### src/rtl/imem_loader.sv
// imem_loader: boot-time instruction-memory loader.
//
// Consumes a length-prefixed byte stream and writes the payload into
// instruction memory one byte per cycle. The frame format is:
//   length low byte, length high byte (16-bit little-endian N), N payload bytes,
//   and one XOR checksum byte.
// The CPU is held stalled until a frame has been written and its checksum verified.
//
// Ports:
//   clk_i        single clock; all state changes on the rising edge
//   rst_n_i      asynchronous active-low reset
//   start_i      re-arm pulse; acted on only in the done or error state
//   ld_valid_i   loader stream valid
//   ld_data_i    loader stream data byte
//   ld_ready_o   loader stream ready
//   wr_en_o      imem byte write enable (registered, one cycle per accepted payload byte)
//   wr_addr_o    imem byte address
//   wr_data_o    imem byte data
//   load_done_o  frame loaded and checksum good
//   load_err_o   frame aborted
//   err_code_o   00 none, 01 length too large, 10 checksum mismatch
//   cpu_stall_o  freezes fetch/pipeline; inverse of load_done_o
//   byte_cnt_o   payload bytes written so far
module imem_loader #(
    parameter int unsigned MEM_BYTES = 1024
) (
    input  logic        clk_i,
    input  logic        rst_n_i,
    input  logic        start_i,
    input  logic        ld_valid_i,
    input  logic [7:0]  ld_data_i,
    output logic        ld_ready_o,
    output logic        wr_en_o,
    output logic [9:0]  wr_addr_o,
    output logic [7:0]  wr_data_o,
    output logic        load_done_o,
    output logic        load_err_o,
    output logic [1:0]  err_code_o,
    output logic        cpu_stall_o,
    output logic [10:0] byte_cnt_o
);

    typedef enum logic [2:0] {
        StLenLo,
        StLenHi,
        StData,
        StCsum,
        StDone,
        StErr
    } state_e;

    localparam logic [1:0]  ErrNone   = 2'b00;
    localparam logic [1:0]  ErrLen    = 2'b01;
    localparam logic [1:0]  ErrCsum   = 2'b10;
    // One bit wider than the 16-bit length so that MEM_BYTES = 65536 still compares correctly.
    localparam logic [16:0] MemBytesW = 17'(MEM_BYTES);

    state_e      state_q, state_d;
    logic [7:0]  len_lo_q, len_lo_d;
    logic [15:0] len_q, len_d;
    logic [7:0]  csum_q, csum_d;
    logic [10:0] byte_cnt_q, byte_cnt_d;
    logic        wr_en_q, wr_en_d;
    logic [9:0]  wr_addr_q, wr_addr_d;
    logic [7:0]  wr_data_q, wr_data_d;
    logic        done_q, done_d;
    logic        err_q, err_d;
    logic [1:0]  err_code_q, err_code_d;

    logic        accept;
    logic [15:0] len_full;
    logic [10:0] cnt_inc;

    // Ready depends only on the state, so a stalled stream can never change anything.
    always_comb begin
        ld_ready_o = 1'b0;
        unique case (state_q)
            StLenLo, StLenHi, StData, StCsum: ld_ready_o = 1'b1;
            default:                          ld_ready_o = 1'b0;
        endcase
    end

    assign accept   = ld_valid_i & ld_ready_o;
    assign len_full = {ld_data_i, len_lo_q};
    assign cnt_inc  = byte_cnt_q + 11'd1;

    always_comb begin
        state_d    = state_q;
        len_lo_d   = len_lo_q;
        len_d      = len_q;
        csum_d     = csum_q;
        byte_cnt_d = byte_cnt_q;
        wr_en_d    = 1'b0;
        wr_addr_d  = wr_addr_q;
        wr_data_d  = wr_data_q;
        done_d     = done_q;
        err_d      = err_q;
        err_code_d = err_code_q;

        unique case (state_q)
            StLenLo: begin
                if (accept) begin
                    len_lo_d = ld_data_i;
                    state_d  = StLenHi;
                end
            end

            StLenHi: begin
                if (accept) begin
                    len_d = len_full;
                    if ({1'b0, len_full} > MemBytesW) begin
                        // Oversized frame: abort before any byte reaches memory.
                        state_d    = StErr;
                        err_d      = 1'b1;
                        err_code_d = ErrLen;
                    end else if (len_full == 16'd0) begin
                        state_d = StCsum;
                    end else begin
                        state_d = StData;
                    end
                end
            end

            StData: begin
                if (accept) begin
                    wr_en_d    = 1'b1;
                    // N <= MEM_BYTES, so byte_cnt_q is at most MEM_BYTES-1 here and cannot wrap.
                    wr_addr_d  = byte_cnt_q[9:0];
                    wr_data_d  = ld_data_i;
                    csum_d     = csum_q ^ ld_data_i;
                    byte_cnt_d = cnt_inc;
                    if ({5'd0, cnt_inc} == len_q) begin
                        state_d = StCsum;
                    end
                end
            end

            StCsum: begin
                if (accept) begin
                    if (ld_data_i == csum_q) begin
                        state_d = StDone;
                        done_d  = 1'b1;
                    end else begin
                        // Bytes already written are left in memory.
                        state_d    = StErr;
                        err_d      = 1'b1;
                        err_code_d = ErrCsum;
                    end
                end
            end

            StDone, StErr: begin
                if (start_i) begin
                    state_d    = StLenLo;
                    len_lo_d   = 8'd0;
                    len_d      = 16'd0;
                    csum_d     = 8'd0;
                    byte_cnt_d = 11'd0;
                    done_d     = 1'b0;
                    err_d      = 1'b0;
                    err_code_d = ErrNone;
                end
            end

            default: state_d = StLenLo;
        endcase
    end

    always_ff @(posedge clk_i or negedge rst_n_i) begin
        if (!rst_n_i) begin
            state_q    <= StLenLo;
            len_lo_q   <= 8'd0;
            len_q      <= 16'd0;
            csum_q     <= 8'd0;
            byte_cnt_q <= 11'd0;
            wr_en_q    <= 1'b0;
            wr_addr_q  <= 10'd0;
            wr_data_q  <= 8'd0;
            done_q     <= 1'b0;
            err_q      <= 1'b0;
            err_code_q <= ErrNone;
        end else begin
            state_q    <= state_d;
            len_lo_q   <= len_lo_d;
            len_q      <= len_d;
            csum_q     <= csum_d;
            byte_cnt_q <= byte_cnt_d;
            wr_en_q    <= wr_en_d;
            wr_addr_q  <= wr_addr_d;
            wr_data_q  <= wr_data_d;
            done_q     <= done_d;
            err_q      <= err_d;
            err_code_q <= err_code_d;
        end
    end

    assign wr_en_o     = wr_en_q;
    assign wr_addr_o   = wr_addr_q;
    assign wr_data_o   = wr_data_q;
    assign load_done_o = done_q;
    assign load_err_o  = err_q;
    assign err_code_o  = err_code_q;
    assign cpu_stall_o = ~done_q;
    assign byte_cnt_o  = byte_cnt_q;

endmodule

### config.mk
export PLATFORM = sky130hd
export DESIGN_NAME = imem_loader
export DESIGN_NICKNAME = d
export VERILOG_FILES = /design/src/rtl/imem_loader.sv
export SDC_FILE = /design/constraint.sdc
export NUM_CORES = 1
export LEC_CHECK = 0
export BUFFER_PORTS_ARGS = -buffer_cell sky130_fd_sc_hd__buf_2
export CORE_ASPECT_RATIO = 1.1
export CORE_MARGIN = 2
export CORE_UTILIZATION = 40
export CTS_CLUSTER_SIZE = 10
export DETAILED_ROUTE_END_ITERATION = 12
export PLACE_DENSITY_LB_ADDON = 0.1
export SYNTH_ARGS = -nofsm -noshare
export SYNTH_HDL_FRONTEND = slang
export SYNTH_SLANG_ARGS = --single-unit
### constraint.sdc
create_clock -name clk_i -period 1.85 [get_ports clk_i]
set_clock_uncertainty 0.15 [all_clocks]
set_input_delay 0.37 -clock clk_i [delete_from_list [all_inputs] [get_ports clk_i]]
set_output_delay 0.37 -clock clk_i [all_outputs]
set_load 0.01 [all_outputs]
# == After elaboration in Yosys (flattened, before gate mapping) ==
# Index checks and enable logic that the tools add are counted.
# classes
n_addsub,1
n_lt_le_gt_ge,1
n_eq_ne,16
n_mux,39
n_bitwise,3
n_reduce_logical,16
# op_table
operator,n
two-way mux 16 bit,2
one-hot mux 16 bit (2 select lines),1
one-hot mux 8 bit (2 select lines),2
two-way mux 8 bit,3
two-way mux 11 bit,2
one-hot mux 11 bit (2 select lines),1
two-way mux 3 bit,7
!= test 2 bit (second input constant),9
== test 11 x 16 -> 1 bit,1
greater-than comparator 16 x 11 -> 1 bit (second input constant),1
logical NOT 16 bit,1
one-hot mux 3 bit (5 select lines),1
two-way mux 1 bit,12
AND reduction 6 bit,2
adder 11 x 1 -> 11 bit (second input constant),1
two-way mux 2 bit,5
AND reduction 3 bit,3
== test 8 bit,1
nonzero test 2 bit,4
bitwise XOR 8 bit,1
== test 3 x 2 -> 1 bit (second input constant),2
== test 3 bit (second input constant),2
one-hot mux 2 bit (3 select lines),1
AND reduction 4 bit,1
10 further kinds,10
# totals
regBits,69
input_bits,12
out_inout_bits,36
elab_cells,87

# == Logic depth before layout (Yosys ltp) ==
# Gate-level depths: netlist of run 1.
# depth
word_depth,6
ltp_mapped,8
ltp_nobuf,7

# == Worst setup path before layout of run 1 ==
# No wires, ideal clock.
# synth_timing
path_type,reg2reg
startpoint,register byte_cnt_q[0] (netlist: byte_cnt_o[0])
endpoint,register state_q[0]
setup_time_ns,0.094
arrival_time_ns,1.801
required_ns,1.606
setup_slack_ns,-0.195
path_stages_with_launch,8
n_path_buf,0
period_less_slack_ns,2.045
path_cell_list,dfrtp_1 -> ha_1 -> nand3_1 -> nor4_1 -> a211oi_1 -> nor4_1 -> nand4_1 -> a211oi_1
# synth_between
elab_chain_cells,4
# synth_lines
item,line_no,source
"start, declared",62,"logic [10:0] byte_cnt_q, byte_cnt_d;"
"start signal, assigned",187,byte_cnt_q <= byte_cnt_d;
adder 11 x 1 -> 11 bit,85,assign cnt_inc = byte_cnt_q + 11'd1;
== test 11 x 16 -> 1 bit,132,"if ({5'd0, cnt_inc} == len_q) begin"
!= test 2 bit (no source line),n/a,
AND reduction 6 bit (no source line),n/a,
"end signal, assigned",171,state_q <= StLenLo;
"end signal, assigned",183,state_q <= state_d;
"end, declared",58,"state_e state_q, state_d;"
# No other way between the ends.
# A chain may end at the register's enable or synchronous reset.

# == Final worst setup path of run 1 ==
# layout_timing
startpoint,register byte_cnt_q[2] (netlist: byte_cnt_o[2])
endpoint,register state_q[0]
# Same word-level chain as after synthesis.

==> results of run 1 <==
worst max-delay path: cells and delay by family, from the launching register on:
family	cells	cell delay (ps)
buf+inv	2	300
compound gates	2	330
flops	1	410
simple gates	4	700
per-layer routing:
layer / track usage [%] / up-vias / share of wire, %
li1: - / 1459 / -
met4: 8.39 / 0 / 2.1
met5: 0 / - / 0
met2: 32.2 / 67 / 49
met1: 26.7 / 1407 / 46
met3: 3.68 / 13 / 3.2
flip-flops by register name (all words and copies together), names as in the netlist:
register	cells
load_done_o	1
csum_q	8
byte_cnt_o	11
len_lo_q	8
wr_data_o	8
len_q	16
err_code_o	2
load_err_o	1
state_q	3
wr_addr_o	10
wr_en_o	1
cell type report:
cell class	instances	share of cell area (%)
Multi-Input combinational cell	268	36.0
Inverter	5	0.421
Clock buffer	12	3.48
Clock inverter	4	1.07
Sequential cell	69	38.8
Timing Repair Buffer	109	17.1
Tap cell	111	3.11
cell families (layout without fill, tap and decap cells):
group,Yosys count,in the layout
and+or+nand+nor,156,156
AOI/OAI and AO/OA,91,91
DFF,69,69
buffers and inverters,28,130
xor gates and xnor gates,20,20
adders and majority gates,1,1
Yosys cell counts (2+ instances only):
cell / instances
nor3_1: 4
o22ai_1: 2
nand4_1: 7
o21ai_0: 16
buf_2: 3
o21ai_1: 37
buf_6: 2
clkbuf_8: 2
nor2_1: 20
dfrtp_1: 69
a21oi_1: 6
o31ai_1: 6
buf_1: 2
nand2_1: 93
inv_1: 4
and3_1: 4
a31oi_1: 2
a22o_1: 10
nor4_1: 2
nor2b_1: 4
xnor2_1: 15
nand3_1: 6
a211oi_1: 2
nand2b_1: 3
and4_1: 2
nor3b_1: 4
clkbuf_1: 14
xor2_1: 5
report_power, final:
group	total, mW	switching, mW	leakage (nW)	internal (mW)
logic	1.38	0.707	1.17	0.670
registers	2.02	0.237	0.923	1.78
clock network	1.28	0.587	0.102	0.692
total	4.67	1.53	2.19	3.14
cell usage in the layout (no fill, tap or decap), drive strengths merged, types with 3 or more instances in the layout:
cell,instances
dfrtp,69
nand3,7
nand4,7
nor3b,4
inv,5
xor2,5
nand2b,4
nor2,21
and3,4
nor4,3
o31ai,6
nor3,5
nand2,93
nor2b,4
a21oi,7
xnor2,15
o21ai,53
clkbuf,12
buf,108
a22o,10
metrics by stage:
stage	setup slack, ps	util (%)	instances	total power, mW
after global placement	-141	49.3	555	3.32
after global routing	-197	53.9	578	4.97
after detailed placement	-171	49.3	555	3.35
final	-112	53.9	578	4.67
after CTS	-115	52.1	572	4.65
after floorplan	-51.4	-	365	2.80
path summary, 6_finish.rpt:
check                                 to  slack (ps)  depth (start not counted)
max                           state_q[0]        -110                          8
min                        err_code_o[1]         180                          3
max reg2reg                   state_q[0]        -110                          8
min reg2reg                 wr_addr_o[6]         320                          2
max in group asynchronous       len_q[8]         810                          3
min in group asynchronous        wr_en_o         410                          3
repair_timing:
| item | 4_1_cts | 5_1_grt |
|---|---|---|
| setup buffers | 0 | 6 |
| gates resized for setup | 3 | 18 |
| pin swaps | 6 | 9 |
| hold buffers | 1 | 0 |
| setup endpoints to repair | 24 | 42 |
| endpoints found under the hold margin | 69 | 0 |
| cloned | 0 | 0 |
==> impl_metrics.json, run 1 <==
{
  "antenna_found_initial": 0,
  "worstHoldStart": "ld_valid_i",
  "critPathArrivalTime_ps": 2080,
  "wl_um": 8810,
  "grt_pass1_wl_um": 14200,
  "ys_top_cells_by_area": "dfrtp_1 (51%), nand2_1 (10%), o21ai_1 (5.5%)",
  "path_cells": "buf_4, buf_4, and3_1, nand3_2, a211oi_2, nor4_1, nand4_1, a211oi_2",
  "ys_seq_elements": 69,
  "worstSkewPairLatency_ps": 350,
  "cts.htree.levels": 3,
  "drt_first_iter_violations": 118,
  "postLayoutSetupSlackWorst_ps": -112,
  "worst-slew-pin-transition_ps": 383,
  "cap_viol_max_count": 0,
  "layout-drive-gt1-share_pct": 32.1,
  "num_rows": 35,
  "hold_path_class": "in2reg",
  "place_congestion": 0.938,
  "drt-wirelength-per-cell_um": 15.2,
  "dr.pass1.iters": 4,
  "layout_min_cycle_time_ps": 1960,
  "synthArstFlopShare_pct": 100,
  "cp-end-kind": "flip-flop",
  "violated_checks": "negative setup slack",
  "die_w_um": 91.4,
  "clock-sinks": 69,
  "cpMaxStageDelayCell": "dfrtp_1",
  "slew_violations": 0,
  "cts.reportedPaths.clkPinSlew_ps": 80,
  "max-clock-path-buffers": 2,
  "io-pin-count": 48,
  "multi_input_comb_area_um2": 1610,
  "storage_element_area_um2": 1730,
  "powerDensity_nw_per_um2": 1050,
  "stdcell_area_um2": 4460,
  "grtUsageTotal_pct": 20.0,
  "fraction_of_the_mapped_netlist_area_in_simple_logic_gates_pct": 21.6,
  "grt_max_degree": 70,
  "slowest_delay_ps": 410,
  "synth-compound-area-share_pct": 17.2,
  "synth-adder-area-share_pct": 0.372,
  "synth.avg_cell_area_um2": 9.20,
  "netlist_instances": 365,
  "antenna_left": 0,
  "fin_crit_sh_pct": 106,
  "critPathMaxFanout": 4,
  "edff_count_synth": 0,
  "synth_top_family_by_area": "simple AND/OR/NAND/NOR gates",
  "setup_viol": 4,
  "vdd_drop_max_mv": 0.511,
  "rsz_0062_raised_after_global_routing": "true",
  "run_status": "complete, but fails checks",
  "floorplan.die_area_um2": 9150,
  "clock_tree_from_tritoncts": "done",
  "clock.fmax_mhz": 510,
  "yosys.area_share.xor_xnor_pct": 5.21,
  "cellLeakagePower_nw": 2.19,
  "yosysWarningCount": 0,
  "post-synth-top-area-cell": "dfrtp_1",
  "coreArea_um2": 8280,
  "die_h_um": 100,
  "criticalPathCategory": "reg2reg",
  "route.detailed.vias_per_inst": 5.10,
  "via_count_of_the_first_global_routing_pass": 2712,
  "multiplexer_share_of_the_synthesized_area_pct": 0,
  "port_buffers": 47,
  "synth_seq_area_share_pct": 51.4,
  "area_growth_syn_to_layout_pct": 32.8,
  "synth_ff_type": "dfrtp_1",
  "globalRouteOverflowTotal": 0,
  "critPathRequiredTime_ps": 1960,
  "antenna-diode-count": 0,
  "setup_tns_final_ps": -168,
  "hold-worst-slack_ps": 180,
  "synth_cell_types": 47,
  "layout.filler_cells": 747,
  "worst_slew_margin_rel_pct": 74.5,
  "worstSetupStartpoint": "byte_cnt_o[2]",
  "rr_startpoint": "byte_cnt_o[2]",
  "initial_cell_density_of_the_core_pct": 40.6,
  "numCtsBuffers": 9,
  "area_fraction_of_the_dominant_cell_type_after_synthesis_pct": 51.4,
  "syn-cell-area_um2": 3360,
  "worstSetupStartpointType": "flip-flop",
  "mappedNetlistNets": 378,
  "drc_errors": 0,
  "placedInstanceArea_um2": 4080,
  "route.vias.total": 2946,
  "ctsRootBufferMaster": "clkbuf_8",
  "detailedPlacementHpwl_um": 6040,
  "layout.nets": 475,
  "final_hold_viol_count": 0
}
Note: power is estimated with default switching activity, not from simulation.
==> inputs of run 2 (changes only) <==
SETUP_SLACK_MARGIN = 0.5   (was unset)
==> impl_metrics.json, run 2 (synthesized netlist as in run 1, its figures left out) <==
{
  "ctsRootBufferMaster": "clkbuf_8",
  "layout.nets": 535,
  "antenna_left": 0,
  "max-clock-path-buffers": 2,
  "layout-drive-gt1-share_pct": 61.1,
  "drt-wirelength-per-cell_um": 17.6,
  "final_hold_viol_count": 0,
  "total_placed_cells_including_tap_cells": 554,
  "rr_startpoint": "byte_cnt_o[2]",
  "place_congestion": 0.863,
  "final_util_pct": 71.8,
  "final_common_cell": "buf_4",
  "setup_viol": 2,
  "grtUsageTotal_pct": 23.3,
  "violated_checks": "negative setup slack",
  "min_to": "state_q[1]",
  "hold_path_class": "in2reg",
  "fin_crit_sh_pct": 104,
  "worst_slew_margin_rel_pct": 77.1,
  "area_growth_syn_to_layout_pct": 76.9,
  "hold_path_depth": 3,
  "dr.pass1.iters": 4,
  "grt_max_degree": 35,
  "slew_violations": 0,
  "critPathArrivalTime_ps": 2030,
  "clock.fmax_mhz": 521,
  "worstSetupStartpointType": "flip-flop",
  "floorplan.die_area_um2": 9150,
  "rsz_0062_raised_after_global_routing": "true",
  "clock_tree_from_tritoncts": "done",
  "coreArea_um2": 8280,
  "met2_usage_pct": 38.9,
  "grt_most_used_layer": "met2",
  "final_cells": 638,
  "via_count_of_the_first_global_routing_pass": 3214,
  "run_status": "complete, but fails checks",
  "critPathMaxFanout": 4,
  "die_w_um": 91.4,
  "globalRouteOverflowTotal": 0,
  "powerDensity_nw_per_um2": 976,
  "antenna_found_initial": 0,
  "route.vias.total": 3341,
  "num_rows": 35,
  "drc_errors": 0,
  "layout.filler_cells": 551,
  "initial_cell_density_of_the_core_pct": 40.6,
  "post-place-ws_ps": -131,
  "worstSkewPairLatency_ps": 340,
  "cts.htree.levels": 3,
  "wl_um": 11200,
  "cellLeakagePower_nw": 2.97,
  "worstHoldStart": "ld_valid_i",
  "crit-reg2reg-capture": "state_q[0]",
  "numCtsBuffers": 9,
  "grt_pass1_wl_um": 16400,
  "grt.met3_usage_pct": 3.75,
  "detailedPlacementHpwl_um": 6130,
  "layout_min_cycle_time_ps": 1920,
  "cap_viol_max_count": 0,
  "commonest_non_fill_non_tap_cells_in_the_layout": "buf_4 (77), dfrtp_1 (61), nand2_1 (40)",
  "setup_tns_final_ps": -71.0,
  "postLayoutSetupSlackWorst_ps": -68.9,
  "vdd_drop_max_mv": 0.737,
  "placedInstanceArea_um2": 4140,
  "clock-sinks": 69,
  "cp-end-kind": "flip-flop",
  "antenna-diode-count": 0,
  "port_buffers": 47,
  "totalPowerFinal_mw": 5.80,
  "drt_first_iter_violations": 121,
  "die_h_um": 100,
  "cts.reportedPaths.clkPinSlew_ps": 70,
  "hold-worst-slack_ps": 222,
  "stdcell_area_um2": 5940,
  "route.detailed.vias_per_inst": 5.24,
  "flip_flop_count_of_the_largest_register_after_layout": 16,
  "max_flop_register": "len_q",
  "criticalPathCategory": "reg2reg",
  "worst-slew-pin-transition_ps": 344,
  "io-pin-count": 48,
  "worst-r2r-cell-count": 6,
  "grt.met1_usage_pct": 30.5,
  "reg2reg_setup_slack_ps": -70,
  "critPathRequiredTime_ps": 1960
}
run 2: how the worst max path moves through the flow:
stage / startpoint / end / slack, ps / cells after the start
2_1_floorplan: byte_cnt_o[2] / state_q[0] / -50 / 8
3_3_place_gp: ld_data_i[4] / load_err_o / -130 / 6
3_5_place_dp: ld_data_i[4] / load_err_o / -130 / 6
4_1_cts: len_lo_q[3] / state_q[0] / -20 / 7
5_1_grt: byte_cnt_o[1] / state_q[0] / -180 / 7
6_report: byte_cnt_o[2] / state_q[0] / -70 / 6
run 2: area by class of cell:
| type | count | area [µm²] | area share (%) |
|---|---|---|---|
| repair buffers | 169 | 1620 | 27.2 |
| clock inverters | 6 | 110 | 1.85 |
| well taps | 111 | 139 | 2.34 |
| clock buffers | 10 | 138 | 2.32 |
| inverters | 5 | 33.8 | 0.568 |
| multi-input cells | 268 | 2170 | 36.5 |
| flip-flops and latches | 69 | 1740 | 29.2 |
run 2: timing repair:
item | in CTS | in global routing
hold endpoints to repair | 9 | 0
setup endpoints to repair | 105 | 105
gates resized for setup | 126 | 94
hold buffers | 1 | 0
cloned | 10 | 0
pin swaps | 78 | 46
setup buffers | 35 | 22
run 2: layer usage:
| layer | up-vias | share of wire (%) |
|---|---|---|
| met3 | 23 | 2.5 |
| met5 | - | 0 |
| met4 | 0 | 2.4 |
| met2 | 54 | 52 |
| li1 | 1596 | - |
| met1 | 1668 | 43 |
run 2: worst max-delay path, cell delays in order (launching register included):
cell      delay, ps
dfrtp_1         440
and4_1          240
and2_1          180
xnor2_1         150
nor4_2          260
nand4_1         200
a211oi_2        230
run 2: power by group:
group | internal [mW] | switching [mW] | total, mW
registers | 1.78 | 0.249 | 2.03
clock network | 0.930 | 0.597 | 1.53
logic | 1.17 | 1.08 | 2.25
total | 3.88 | 1.92 | 5.80
==> inputs of run 3 (changes only) <==
--- a/config.mk
+++ b/config.mk
@@ -8,5 +8,7 @@
 export BUFFER_PORTS_ARGS = -buffer_cell sky130_fd_sc_hd__buf_2
+export CELL_PAD_IN_SITES_DETAIL_PLACEMENT = 1
+export CELL_PAD_IN_SITES_GLOBAL_PLACEMENT = 2
 export CORE_ASPECT_RATIO = 1.1
 export CORE_MARGIN = 2
-export CORE_UTILIZATION = 40
+export CORE_UTILIZATION = 35
 export CTS_CLUSTER_SIZE = 10
==> constraint.sdc (replaced) <==
create_clock -name clk_i -period 1.88 [get_ports clk_i]
set_clock_uncertainty 0.15 [all_clocks]
set_input_delay 0.094 -clock clk_i [delete_from_list [all_inputs] [get_ports clk_i]]
set_output_delay 0.094 -clock clk_i [all_outputs]
set_load 0.01 [all_outputs]
==> impl_metrics.json, run 3 (synthesized netlist as in run 1, its figures left out) <==
{
  "numCtsBuffers": 9,
  "critPathArrivalTime_ps": 2090,
  "worstSkewPairLatency_ps": 360,
  "met2_wirelength_um": 7440,
  "postLayoutSetupSlackWorst_ps": -81.1,
  "final_util_pct": 63.0,
  "worst-slew-pin-transition_ps": 439,
  "worst_slew_margin_rel_pct": 70.4,
  "cts.htree.levels": 3,
  "port_buffers": 47,
  "place_congestion": 0.761,
  "route.detailed.vias_per_inst": 5.52,
  "hold_path_class": "in2reg",
  "grtUsageTotal_pct": 25.3,
  "max-clock-path-buffers": 2,
  "coreArea_um2": 9350,
  "clock_tree_from_tritoncts": "done",
  "antenna-diode-count": 0,
  "globalRouteOverflowTotal": 0,
  "floorplan.die_area_um2": 10400,
  "cts.reportedPaths.clkPinSlew_ps": 80,
  "drt-wirelength-per-cell_um": 23.7,
  "via_count_of_the_first_global_routing_pass": 3583,
  "critPathMaxFanout": 3,
  "layout-drive-gt1-share_pct": 62.8,
  "run_status": "complete, but fails checks",
  "violated_checks": "negative setup slack",
  "met3WireLength_um": 533,
  "rsz_0062_raised_after_global_routing": "true",
  "detailedPlacementHpwl_um": 6860,
  "critPathRequiredTime_ps": 2010,
  "max_flop_register": "len_q",
  "storage_element_area_um2": 1740,
  "antenna_found_initial": 0,
  "criticalPathCategory": "reg2reg",
  "vdd_drop_max_mv": 0.788,
  "highest-signal-layer": "met4",
  "drt_first_iter_violations": 139,
  "layout_min_cycle_time_ps": 1960,
  "metal1_wirelength_um": 6350,
  "die_w_um": 97.4,
  "num_rows": 37,
  "final_hold_viol_count": 0,
  "total_placed_cells_including_tap_cells": 540,
  "powerDensity_nw_per_um2": 1000,
  "grt_max_degree": 70,
  "cellLeakagePower_nw": 2.85,
  "wl_um": 14700,
  "grt_pass1_wl_um": 20200,
  "clock-sinks": 69,
  "layout.nets": 513,
  "setup_viol": 5,
  "commonest_non_fill_non_tap_cells_in_the_layout": "dfrtp_1 (58), buf_2 (45), nand2_2 (39), buf_4 (39), o21ai_2 (37)",
  "drc_errors": 0,
  "cp-end-kind": "flip-flop",
  "layout.filler_cells": 974,
  "ctsRootBufferMaster": "clkbuf_8",
  "cap_viol_max_count": 0,
  "totalPowerFinal_mw": 5.90,
  "final_cells": 622,
  "slew_violations": 0,
  "reg2reg_setup_slack_ps": -80,
  "initial_cell_density_of_the_core_pct": 35.9,
  "worstSetupStartpointType": "flip-flop",
  "multi_input_comb_area_um2": 2300,
  "io-pin-count": 48,
  "antenna_left": 0,
  "dr.pass1.iters": 4,
  "die_h_um": 107,
  "clock.fmax_mhz": 510,
  "flip_flop_count_of_the_largest_register_after_layout": 16,
  "route.vias.total": 3431,
  "final_common_cell": "dfrtp_1",
  "fin_crit_sh_pct": 104,
  "area_growth_syn_to_layout_pct": 75.4
}
[run 3: cell count changes in the layout (fill, tap and decap cells not counted), sizes merged]
cell,previous run,this run
dlygate4sd3,1,15
bufinv,3,2
nand2b,4,5
clkbuf,10,13
inv,4,5
clkinvlp,2,0
buf,168,130
[run 3: metal layers]
metal,vias to the layer above,global-route usage [%]
li1,1540,-
met1,1770,32.5
met2,91,42.2
met3,30,3.91
met4,0,12.0
met5,-,0
[run 3: timing repair]
item / 4_1_cts / 5_1_grt
gates resized for setup: 155 / 101
pin swaps: 83 / 44
gates cloned: 9 / 1
setup buffers: 22 / 19
hold endpoints to repair: 97 / 0
setup endpoints to repair: 74 / 78
hold buffers: 15 / 0
[run 3: stage by stage]
step	instance area [µm²]	TNS [ps]	hold WS (ps)	worst slack (ps)
floorplan	3520	-21.0	-352	-21.0
detailed placement	3980	-131	2.15	-131
finish	5890	-258	29.0	-81.1
CTS	5320	-20.3	1.44	-20.3
global placement	3980	-44.1	3.16	-44.1
global route	5890	-928	32.5	-218
[run 3: final cells by class]
class	count	share of cell area (%)
Sequential cell	69	29.5
Timing Repair Buffer	146	24.7
Multi-Input combinational cell	269	39.0
Inverter	5	0.488
Tap cell	117	2.48
Clock inverter	4	1.19
Clock buffer	12	2.63
[run 3: final timing paths]
check,from,end,cells after the start
setup / recovery,byte_cnt_o[0],state_q[0],6
hold / removal,ld_data_i[6],len_q[14],4
setup reg to reg,byte_cnt_o[0],state_q[0],6
hold reg to reg,wr_addr_o[9],wr_addr_o[9],2
max in group asynchronous,rst_n_i,len_lo_q[2],3
min in group asynchronous,rst_n_i,wr_addr_o[9],3
[run 3: worst max-delay path: stages, from the launching register on]
cell and delay [ps]:
dfrtp_2 440, ha_4 270, xnor2_2 150, nand4_1 120
nor4_1 330, nand4_1 200, a211oi_2 210
[run 3: where the power goes]
group          leakage [nW]  switching [mW]  internal (mW)  total [mW]
Sequential            0.912           0.302           1.76        2.06
Clock                 0.116           0.610          0.817        1.43
Combinational          1.82            1.22           1.19        2.41
